$ cat config.mk
export PLATFORM = sky130hd
export DESIGN_NAME = imem_fetch_ctrl
export DESIGN_NICKNAME = d
export VERILOG_FILES = /design/src/rtl/imem_fetch_ctrl.sv
export SDC_FILE = /design/constraint.sdc
export NUM_CORES = 1
export LEC_CHECK = 0
export ABC_AREA = 1
export BUFFER_PORTS_ARGS = -buffer_cell sky130_fd_sc_hd__buf_4
export CAP_MARGIN = 20
export CORE_ASPECT_RATIO = 1.5
export CORE_UTILIZATION = 55
export CTS_CLUSTER_DIAMETER = 80
export DETAILED_ROUTE_END_ITERATION = 10
export GPL_TIMING_DRIVEN = 1
export MAX_ROUTING_LAYER = met4
export PLACE_DENSITY = 0.9
export SLEW_MARGIN = 20
export SYNTH_ARGS = -nofsm -noshare
export SYNTH_HDL_FRONTEND = slang
export SYNTH_SLANG_ARGS = --single-unit
$ cat constraint.sdc
create_clock -name clk -period 2.3 [get_ports clk]
set_clock_uncertainty 0.05 [all_clocks]
set_input_delay 0.46 -clock clk [delete_from_list [all_inputs] [get_ports clk]]
set_output_delay 0.46 -clock clk [all_outputs]
set_load 0.03 [all_outputs]
$ cat src/rtl/imem_fetch_ctrl.sv
// Instruction-fetch sequencer: holds the fetch PC, addresses the instruction ROM,
// and buffers fetched words in a 2-entry queue toward decode.
module imem_fetch_ctrl #(
    parameter logic [31:0] PC_RESET = 32'h0040_0000,
    parameter int unsigned ADDR_W   = 11
) (
    input  logic              clk,
    input  logic              rst_n,
    output logic [ADDR_W-1:0] imem_addr,
    input  logic [31:0]       imem_instr,
    input  logic              redirect_valid,
    input  logic [31:0]       redirect_pc,
    output logic              out_valid,
    output logic [31:0]       out_instr,
    output logic [31:0]       out_pc,
    input  logic              out_ready,
    output logic              fetch_err
);

    localparam logic [31:0] SPAN_BYTES = 32'd4 << ADDR_W;

    logic [31:0] fpc_q, fpc_d;
    logic [1:0]  count_q, count_d;
    logic        valid_q, valid_d;
    logic        err_q, err_d;
    logic [31:0] q0_pc_q, q0_pc_d, q0_instr_q, q0_instr_d;
    logic [31:0] q1_pc_q, q1_pc_d, q1_instr_q, q1_instr_d;

    logic [31:0] off;
    logic        fault;
    logic        pop;
    logic        push;
    logic [1:0]  slot;

    assign off       = fpc_q - PC_RESET;
    assign imem_addr = off[ADDR_W+1:2];
    assign fault     = (fpc_q[1:0] != 2'b00) || (off >= SPAN_BYTES);
    assign pop       = valid_q & out_ready;
    assign push      = !redirect_valid && !err_q && !fault && ((count_q != 2'd2) || pop);
    // Tail position the incoming word lands in, after any same-cycle pop.
    assign slot      = count_q - {1'b0, pop};

    always_comb begin
        fpc_d      = fpc_q;
        count_d    = count_q;
        err_d      = err_q;
        q0_pc_d    = q0_pc_q;
        q0_instr_d = q0_instr_q;
        q1_pc_d    = q1_pc_q;
        q1_instr_d = q1_instr_q;

        if (redirect_valid) begin
            count_d = 2'd0;
            fpc_d   = redirect_pc;
            err_d   = 1'b0;
        end else begin
            if (fault) begin
                err_d = 1'b1;
            end
            if (pop && (count_q == 2'd2)) begin
                q0_pc_d    = q1_pc_q;
                q0_instr_d = q1_instr_q;
            end
            if (push) begin
                fpc_d = fpc_q + 32'd4;
                if (slot == 2'd0) begin
                    q0_pc_d    = fpc_q;
                    q0_instr_d = imem_instr;
                end else begin
                    q1_pc_d    = fpc_q;
                    q1_instr_d = imem_instr;
                end
            end
            count_d = count_q + {1'b0, push} - {1'b0, pop};
        end
        valid_d = (count_d != 2'd0);
    end

    always_ff @(posedge clk or negedge rst_n) begin
        if (!rst_n) begin
            fpc_q      <= PC_RESET;
            count_q    <= 2'd0;
            valid_q    <= 1'b0;
            err_q      <= 1'b0;
            q0_pc_q    <= '0;
            q0_instr_q <= '0;
            q1_pc_q    <= '0;
            q1_instr_q <= '0;
        end else begin
            fpc_q      <= fpc_d;
            count_q    <= count_d;
            valid_q    <= valid_d;
            err_q      <= err_d;
            q0_pc_q    <= q0_pc_d;
            q0_instr_q <= q0_instr_d;
            q1_pc_q    <= q1_pc_d;
            q1_instr_q <= q1_instr_d;
        end
    end

    assign out_valid = valid_q;
    assign out_instr = q0_instr_q;
    assign out_pc    = q0_pc_q;
    assign fetch_err = err_q;

endmodule

==> results of run 1 <==
final timing paths:
kind | start | endpoint | slack (ns) | cells past startpoint
worst max-delay path | fpc_q[13]$_DFFE_PN0P_ | out_valid$_DFF_PN0_ | 0.16 | 11
worst min-delay path | redirect_pc[24] | fpc_q[24]$_DFFE_PN0P_ | 0.19 | 3
max in group asynchronous | rst_n | fpc_q[22]$_DFFE_PN1P_ | 1.08 | 3
worst max register to register | fpc_q[13]$_DFFE_PN0P_ | out_valid$_DFF_PN0_ | 0.16 | 11
min in group asynchronous | rst_n | out_pc[19]$_DFFE_PN0N_ | 0.43 | 2
worst min register to register | q1_pc_q[22]$_DFFE_PN0P_ | q1_pc_q[22]$_DFFE_PN0P_ | 0.42 | 2
cells in the final DEF, fill, tap and decap left out, drive strengths merged:
cell,instances
nand2,401
buf,175
inv,167
dfrtp,163
nand3,139
nand4,86
a21oi,64
nor2,28
clkbuf,21
o21ai,14
xor2,8
nor3,8
clkinv,6
ha,4
clkinvlp,3
xnor2,2
o22ai,1
o211ai,1
o21bai,1
bufinv,1
dfstp,1
dlygate4sd3,1
final cells by class:
cell class | instances | area [sq um]
clock buffer | 21 | 460
timing repair buffer | 176 | 1380
sequential | 164 | 4110
inverter | 166 | 623
tap | 199 | 249
multi-input combinational | 757 | 3520
fill | 1247 | 4840
clock inverter | 11 | 103
state kept, by name, summed over array words and instances, names as in the netlist:
register    cells
q1_pc_q        32
out_pc         32
out_valid       1
fetch_err       1
fpc_q          32
out_instr      32
count_q         2
q1_instr_q     32
metal layers:
metal | up-vias | share of wire (%)
met1 | 3928 | 38
met3 | 83 | 6.8
met2 | 438 | 51
met4 | 0 | 4.8
met5 | - | 0
li1 | 3937 | -
worst max-delay path, cell delays in order (launching register included):
cell and delay [ns]:
dfrtp_1 0.39, nor2_1 0.20, nand2_1 0.09, nor2_2 0.14
nand3_2 0.15, nor3_2 0.16, inv_1 0.06, ha_1 0.27
inv_1 0.04, ha_1 0.18, nor2_1 0.15, o22ai_1 0.11
power groups by stage:
stage | Sequential, mW | Clock [mW] | Combinational (mW)
floorplan | 3.97 | 0 | 1.21
global route | 3.55 | 2.87 | 2.90
detailed placement | 3.55 | 0 | 2.67
global placement | 3.54 | 0 | 2.62
CTS | 3.50 | 2.75 | 2.69
finish | 3.51 | 2.72 | 2.70
metrics by stage:
stage          total power, mW  util (%)  setup slack (ns)  instance area, sq um
2_1_floorplan             5.18         -             0.200                  8670
3_5_place_dp              6.22      64.5             0.184                  9860
5_1_grt                   9.32      68.3            0.0393                 10400
6_report                  8.93      68.3             0.157                 10400
4_1_cts                   8.94      68.3             0.167                 10400
3_3_place_gp              6.16      64.5             0.269                  9860
timing repair:
item | CTS | global route
resized for setup | 0 | 0
hold endpoints to repair | 29 | 0
endpoints found under the setup margin | 0 | 0
hold buffers | 1 | 0
logic make-up (layout without fill, tap and decap cells):
logic type / after synthesis / count (layout) / synth area share [%]
AO/OA/AOI/OAI: 81 / 81 / 4.92
XOR/XNOR: 10 / 10 / 1.01
adder cells (fa/ha/maj): 4 / 4 / 0.577
buffers and inverters: 259 / 374 / 12.2
flip-flops: 164 / 164 / 47.3
AND/OR/NAND/NOR: 662 / 662 / 33.9
==> results list, run 1 <==
- The run finished with clean final reports.
* GRT met1 Usage: 34.6%
- Seq/Total Area, Yosys: 47.3%
- Combinational fraction of design power: 30.2%
- Of the total power, the share spent switching nets is 37.2%.
* Total count of max-transition violations in the final report: 0
* Via count of the first global-routing pass: 7982
- The number of nets in the synthesized netlist is 1252.
- The first global-routing pass estimated 38000 um of wire.
- The tool flagged a number of max-cap violations equal to 0.
* Path type of the worst min-delay path: input port to flip-flop
* Fraction of synthesized cell area taken by the top area cell type: 47.0%
* Int Power: 5.61 mW
* Avg WL per Cell: 15.5 um
- A synthesized cell averages 7.35 sq um.
* Nets: 1354
- In this run, the clock network consumes 30.4% of the power.
- After floorplanning, the core was sized to cover 15300 sq um.
- # H-tree levels: 4
- After floorplanning, the core was divided into 55 placement rows.
- Data on the critical path arrives at its endpoint at 2.36 ns.
* Most frequently used flop master after synthesis: dfrtp_1
* DRC violation count after routing: 0
- In the global route stage, met2 resource usage came out at 50.0%.
- In the post-synthesis netlist, the cell with the most instances is nand2_1.
- Achievable frequency: 0.467 GHz
- Summed over all instances, the cell type with the most area after synthesis is dfrtp_1.
- Post-synth top cells: nand2_1 (400), dfrtp_1 (163), inv_1 (161)
- IR analysis of the VDD net gives a maximum drop of 0.000518 V.
* Initial DRC Count: 707
- Entering global routing, the biggest net connects 87 pins.
* Switching component of the power: 3.33 mW
- Hold Slack: 0.191 ns
- The smallest clock period supported by the final layout is computed as 2.14 ns.
- Final std cells w/o fill: 1494
- Clock-pin slew was measured on the worst setup and hold paths at 0.06 ns.
- Total number of clock tree sinks: 164
- Chip height: 156 um
- Critical Path Fanout Max: 3
* Syn Inst Count: 1180
* CTS tree: built
* Number of buffers on the longest clock path: 2
- The die covers 16300 sq um.
- At the end of routability-driven placement, the weighted congestion stood at 0.843.
* Number of port buffers: 144
- After clock tree synthesis, the setup repair step added 0 buffers.
- Starting Density: 56.8%
* Clock network latency to the later pin of the worst-skew pair: 0.42 ns
- Final number of setup-violating endpoints: 0
- The worst pin sits at a relative slew slack of 41.6%.
- Registers are responsible for 39.3% of the overall power.
- For this design the top-level I/O count stands at 145.
- Clock Root Buffer: clkbuf_16
- Setup repair after global routing left no endpoint under its margin.
* Final Hold Violating Endpoints: 0
- Including well taps, the total number of placed cells is 1461.
* Via density: 5.61
* Final total negative setup slack: 0 ns
- Number of unique standard cell types used by synthesis: 30
- Signed area change from the synthesized netlist to the final layout: 20.3%
- Flops & latches, synth: 164
- The final layout contains routed wiring with a total length of 23200 um.
- Of the available clock period, the critical path in the final layout requires 93.2%.
- Layer carrying the most global-route usage: met2
* Antenna-violating nets left: 0
- Of all flip-flops after synthesis, the portion carrying an async set or reset was 100%.
- For the worst setup path, the data required time is 2.52 ns.
* Detailed Routing Iterations Pass 1: 5
- Leftover overflow at the end of global routing: 0
- Number of vias after detailed routing: 8386
* Synthesized area: 8670 sq um
- Initial antenna violation count: 0
* Power density relative to cell area: 856 nW/um^2
* Number of clock buffers inserted by TritonCTS: 17
* Startpoint class of the critical path: flip-flop
- Number of diodes: 0
- Detail Placement HPWL: 14700 um
* Type of the setup path with the least slack: flip-flop to flip-flop
* Static leakage: 5.54 nW
- Slew @ Worst Pin: 0.875 ns
- Measured along the x axis, the die boundary spans 105 um.
- STA classifies the critical path endpoint as a flip-flop.
- The post-route netlist has 17.4% of its cells at a drive strength greater than 1.
- The Yosys step of the flow raised 0 warnings.
- For this run, global-route usage on met3 was measured as 4.51%.
- The synthesized design contains 0 enable-type register cells.
- Synth top area cells: dfrtp_1 (47%), nand2_1 (17%), nand3_1 (7.8%)
- Across every metal layer, demand over resource in global routing totals 30.2%.
No activity file was read; power rests on OpenSTA's default activity.
==> run 2: changes to the inputs <==
- BUFFER_PORTS_ARGS: -buffer_cell sky130_fd_sc_hd__buf_4 -> -buffer_cell sky130_fd_sc_hd__buf_2
==> results list, run 2 (synthesized netlist as in run 1, its figures left out) <==
- Result of the run: completed
- At the later pin of the worst-skew pair, clock insertion delay measures 0.42 ns.
* Proportion of power drawn by flip-flops and latches: 37.6%
* Detailed Routing Iterations Pass 1: 9
- STA puts the critical path data required time at 2.53 ns.
* Detail Placement HPWL: 14400 um
- Counting along the longest clock path gives a buffer depth of 2.
- The setup path with the least slack is of type flip-flop to flip-flop.
- Post-route minimum period: 2.12 ns
* Wire length reported by the detailed router: 22900 um
- At the pin with the least slew margin, the transition time is 0.781 ns.
- Setup Slack @ Placement: 0.202 ns
- Across all layers, the routed design uses 8334 vias.
- In this run the worst hold path is classified as input port to flip-flop.
- The floorplan step defined a core boundary enclosing 15300 sq um.
- The initial utilization of the core area, before any placement, comes to 56.8%.
- Met2 Use GR: 49.2%
* Horiz. Die Dim: 105 um
- Met3 Resource Use GR: 3.97%
- Number of clock buffers inserted by TritonCTS: 17
- Via count of the first global-routing pass: 7816
- After clock tree synthesis, the clock-pin slew on the worst setup and hold paths is 0.06 ns.
* Total number of clock tree sinks: 164
* Leftover overflow at the end of global routing: 0
* Leading cell type in the layout, fill and taps excluded: nand2_1
- In this run the count of I/O pins placed on the die edge is 145.
- Final weighted congestion in routability-driven placement: 0.849
- For met1 alone, demand over resource in global routing was 34.8%.
- Port buffering added 144 buffers.
- The worst-case IR drop observed on VDD is 0.000774 V.
* Via density: 5.59
* Switching component of the power: 3.33 mW
* Critical Path End Type: flip-flop
- Startpoint class of the critical path: flip-flop
- Static leakage: 5.56 nW
- Share of the core filled with cells: 67.0%
* Antenna-violating nets left: 0
- Final total negative setup slack: 0 ns
- Per report_power, the clock group accounts for 34.9% of the total.
- Power density relative to cell area: 908 nW/um^2
- The first global-routing pass estimated 37200 um of wire.
- Relative slew slack: 47.9%
- On the final layout, the worst hold slack is 0.190 ns.
* Crit path setup slack, layout: 0.175 ns
* Final number of setup-violating endpoints: 0
- Data on the critical path arrives at its endpoint at 2.35 ns.
- The initialized floorplan defines 55 standard-cell rows.
* Combinational fraction of design power: 27.5%
- TritonCTS built the clock tree.
* Clock Root Buffer: clkbuf_16
* Final critical-path share of the clock period: 92.4%
- In this run the worst path has a maximum fanout of 3.
* DRC violation count after routing: 0
* Maximum number of pins on one net before global-route repair: 167
- Initial DRC Count: 648
* Layer carrying the most global-route usage: met2
- Total count of max-transition violations in the final report: 0
- 0 antenna diodes ended up in the layout.
- Across the run, the number of max-cap violations was 0.
* Overall global routing resource usage: 29.6%
- CTS built an H-tree with a depth of 4.
* Count of fill cells added during filler insertion: 1292
- In the final design database the tool counted 1352 nets.
- Count of buffers added by post-CTS timing repair for setup: 0
* Setup repair after global routing missed its margin: false
* Highest-count cells in the layout ignoring fill and taps: nand2_1 (399), dfrtp_1 (163), inv_1 (161)
* Share of layout cells above drive strength 1: 17.4%
- Initial antenna violation count: 0
* Final Hold Violating Endpoints: 0
* DIE AREA: 16300 sq um
- Net switching is 35.8% of the power.
- Int Power: 5.97 mW
- In the final routed layout, each cell accounts on average for 15.4 um.
* Chip height: 156 um
* Achievable frequency: 0.471 GHz
- From synthesis to final layout, the design area changed by 18.0%.
- After layout, the design draws a total of 9.30 mW.
==> run 2: cell type report <==
type	instances	area [sq um]	area share (%)
repair buffers	174	1070	10.4
inverters	166	623	6.09
clock buffers	19	443	4.33
flip-flops and latches	164	4110	40.1
well taps	199	249	2.43
clock inverters	13	229	2.24
multi-input cells	757	3520	34.4
==> run 2: worst paths after layout <==
| path | start | to | slack [ns] | cells after the start |
|---|---|---|---|---|
| setup / recovery | fpc_q[13]$_DFFE_PN0P_ | out_valid$_DFF_PN0_ | 0.18 | 11 |
| hold / removal | redirect_pc[30] | fpc_q[30]$_DFFE_PN0P_ | 0.19 | 3 |
| setup reg to reg | fpc_q[13]$_DFFE_PN0P_ | out_valid$_DFF_PN0_ | 0.18 | 11 |
| hold reg to reg | q1_pc_q[22]$_DFFE_PN0P_ | q1_pc_q[22]$_DFFE_PN0P_ | 0.42 | 2 |
| max in group asynchronous | rst_n | out_instr[3]$_DFFE_PN0N_ | 0.99 | 3 |
| min in group asynchronous | rst_n | out_pc[14]$_DFFE_PN0N_ | 0.51 | 2 |
==> run 2: what timing repair did <==
item                                    in CTS  in global routing
endpoints found under the hold margin       23                  0
hold buffers                                 1                  0
resized for setup                            0                  1
endpoints found under the setup margin       0                  1
==> run 2: worst max-delay path: stages, from the launching register on <==
cell and delay (ns):
dfrtp_1 0.39, nor2_1 0.19, nand2_1 0.09, nor2_2 0.13, nand3_2 0.15, nor3_2 0.15, inv_1 0.07, ha_1 0.28
inv_1 0.04, ha_1 0.26, inv_1 0.10, o22ai_1 0.08
==> run 2: stage by stage <==
step,cell area [sq um],std cells
after floorplan,8670,1180
after global placement,9550,1459
after detailed placement,9550,1459
after CTS,10200,1492
after global routing,10200,1492
final,10200,1492
==> run 2: power groups by stage <==
stage / sequential, mW / combinational [mW] / clock [mW]
final: 3.50 / 2.56 / 3.24
after global routing: 3.53 / 2.75 / 3.37
after CTS: 3.49 / 2.54 / 3.27
after detailed placement: 3.54 / 2.52 / 0
after global placement: 3.52 / 2.47 / 0
after floorplan: 3.97 / 1.21 / 0
==> run 2: per-layer routing <==
metal  vias up  part of all wire (%)  wire (um)
met1      3915                    39       8900
met3        73                   6.2       1410
li1       3930                     -          -
met5         -                     0          0
met2       416                    51      11800
met4         0                   3.6        835
==> run 3: changes to the inputs <==
- clock period: 2.3 -> 2.7 ns (I/O delays scaled with it)
==> results list, run 3 (synthesized netlist as in run 1, its figures left out) <==
- The flow ran to the end, and the final reports show no timing, DRC or antenna violations.
- Final Instance Area: 10100 sq um
- Clock network latency to the later pin of the worst-skew pair: 0.42 ns
* Power density relative to cell area: 763 nW/um^2
- The slowest stage of the critical path belongs to the cell dfstp_2.
- Data on the critical path is required at its endpoint by 2.93 ns.
- The hold violation count in the final report came to 0.
* Count of placed standard cells including taps: 1455
- For met3 alone, demand over resource in global routing was 4.51%.
- Standard cell area after detailed placement: 9440 sq um
- Number of clock buffers inserted by TritonCTS: 17
- Relative slew slack: 40.1%
- For this run, the slowest stage of the critical path takes 0.53 ns.
- TritonCTS built the clock tree.
* Critical Path End Type: flip-flop
- Setup violations remaining at the end of the flow were counted as 0.
- In the post-route analysis, the smallest setup slack over all paths is 0.527 ns.
* Final std cells w/o fill: 1488
- The number of global-route vias before repair was 7960.
* Nets: 1348
- Starting Density: 56.8%
* Wire length reported by the detailed router: 22600 um
- Row cnt: 55
- Initial antenna violation count: 0
* # H-tree levels: 4
* Data arrival time of the worst path: 2.41 ns
- Power Total: 7.70 mW
- The worst setup path is launched from a flip-flop.
* I/O pin count: 145
* Area of the core: 15300 sq um
- Avg WL per Cell: 15.2 um
- Share of the core filled with cells: 66.0%
* DIE AREA: 16300 sq um
- Signed area change from the synthesized netlist to the final layout: 16.3%
- In the routed design, unresolved DRC markers number 0.
- Initial DRC Count: 622
* Met2 Use GR: 48.0%
- Cell with the most instances on the worst path: nand2_1
- The max-slew violation count was 0.
* Total number of clock tree sinks: 164
- The global routing stage identified its most utilized layer as met2.
* Global-route wire length before repair: 37600 um
- Share of layout cells above drive strength 1: 17.1%
- Clock Root Buffer: clkbuf_16
- Setup repair after global routing missed its margin: false
- For the final routed database, the setup TNS stands at 0 ns.
- The analysis attributes to cell leakage a power of 5.49 nW.
* Final critical-path share of the clock period: 80.5%
- Max-cap violations in this run came to 0.
- The tightest min-delay check is of the input port to flip-flop type.
- GRT met1 Usage: 34.8%
- Type of the setup path with the least slack: flip-flop to flip-flop
* Horiz. Die Dim: 105 um
* Detailed Routing Iterations Pass 1: 5
- Prior to clock tree synthesis, the placed netlist has a worst setup slack of 0.432 ns.
- Number of vias after detailed routing: 8202
- Leaving out fill and tap cells, the most frequent cells in the layout are nand2_1 (399), dfrtp_1 (163), inv_1 (161).
- The repair_antennas step left the layout with diodes totalling 0.
- Leftover overflow at the end of global routing: 0
- Overall global routing resource usage: 29.7%
* Post-route minimum period: 2.17 ns
- Number of port buffers: 144
- Via density: 5.51
* Final weighted congestion in routability-driven placement: 0.855
- Once the clock tree was built, the resizer swapped 0 gates to a different size.
- Maximum number of pins on one net before global-route repair: 91
- Clock slew seen by the registers of the worst setup and hold paths: 0.06 ns
- In this run the remaining antenna-violating nets after routing total 0.
- Hold Slack: 0.269 ns
- Derived from the worst setup path, the maximum achievable clock frequency is 0.460 GHz.
- Critical path, cell by cell: nand2_1 > nor3_1 > nand3_1 > nor2_4 > nand2_2 > nand2_1 > o21ai_0
- Number of buffers on the longest clock path: 2
- Slew @ Worst Pin: 0.899 ns
* Worst VDD drop: 0.000459 V
- Leaving out fill and tap cells, the most frequent cell in the layout is nand2_1.
* Chip height: 156 um
- Of all nets on the critical path, the largest fanout is 22.
- Detailed placement finished with a half-perimeter wire length of 14200 um.
run 3: repair_timing:
item | CTS | global route
setup buffers | 0 | 0
endpoints found under the hold margin | 30 | 0
hold buffers | 1 | 0
run 3: final cells by class:
class | count | area (sq um)
Clock buffer | 21 | 470
Clock inverter | 11 | 173
Fill cell | 1278 | 5190
Inverter | 166 | 623
Multi-Input combinational cell | 757 | 3520
Sequential cell | 164 | 4110
Tap cell | 199 | 249
Timing Repair Buffer | 170 | 952
run 3: worst paths after layout:
kind                                          from                    endpoint  slack (ns)  depth (start not counted)
setup / recovery             fpc_q[22]$_DFFE_PN1P_       fpc_q[19]$_DFFE_PN0P_        0.53                          7
hold / removal                     redirect_pc[25]       fpc_q[25]$_DFFE_PN0P_        0.27                          3
setup reg to reg             fpc_q[22]$_DFFE_PN1P_       fpc_q[19]$_DFFE_PN0P_        0.53                          7
hold reg to reg            q1_pc_q[22]$_DFFE_PN0P_     q1_pc_q[22]$_DFFE_PN0P_        0.42                          2
max in group asynchronous                    rst_n  q1_instr_q[18]$_DFFE_PN0P_        1.19                          3
min in group asynchronous                    rst_n      out_pc[13]$_DFFE_PN0N_        0.50                          2
run 3: critical path, delay by kind of cell (launching register included):
| family | cells | cell delay [ns] |
|---|---|---|
| DFF | 1 | 0.53 |
| AOI/OAI and AO/OA | 1 | 0.15 |
| and+or+nand+nor | 6 | 1.30 |
run 3: metal layers:
layer | up-vias | part of all wire, %
met4 | 0 | 4.8
met5 | - | 0
met2 | 364 | 50
met3 | 78 | 6.5
met1 | 3841 | 38
li1 | 3919 | -
run 3: where the power goes:
part,switching (mW),internal [mW]
Sequential,0.250,2.73
Clock,1.00,1.63
Combinational,1.54,0.551
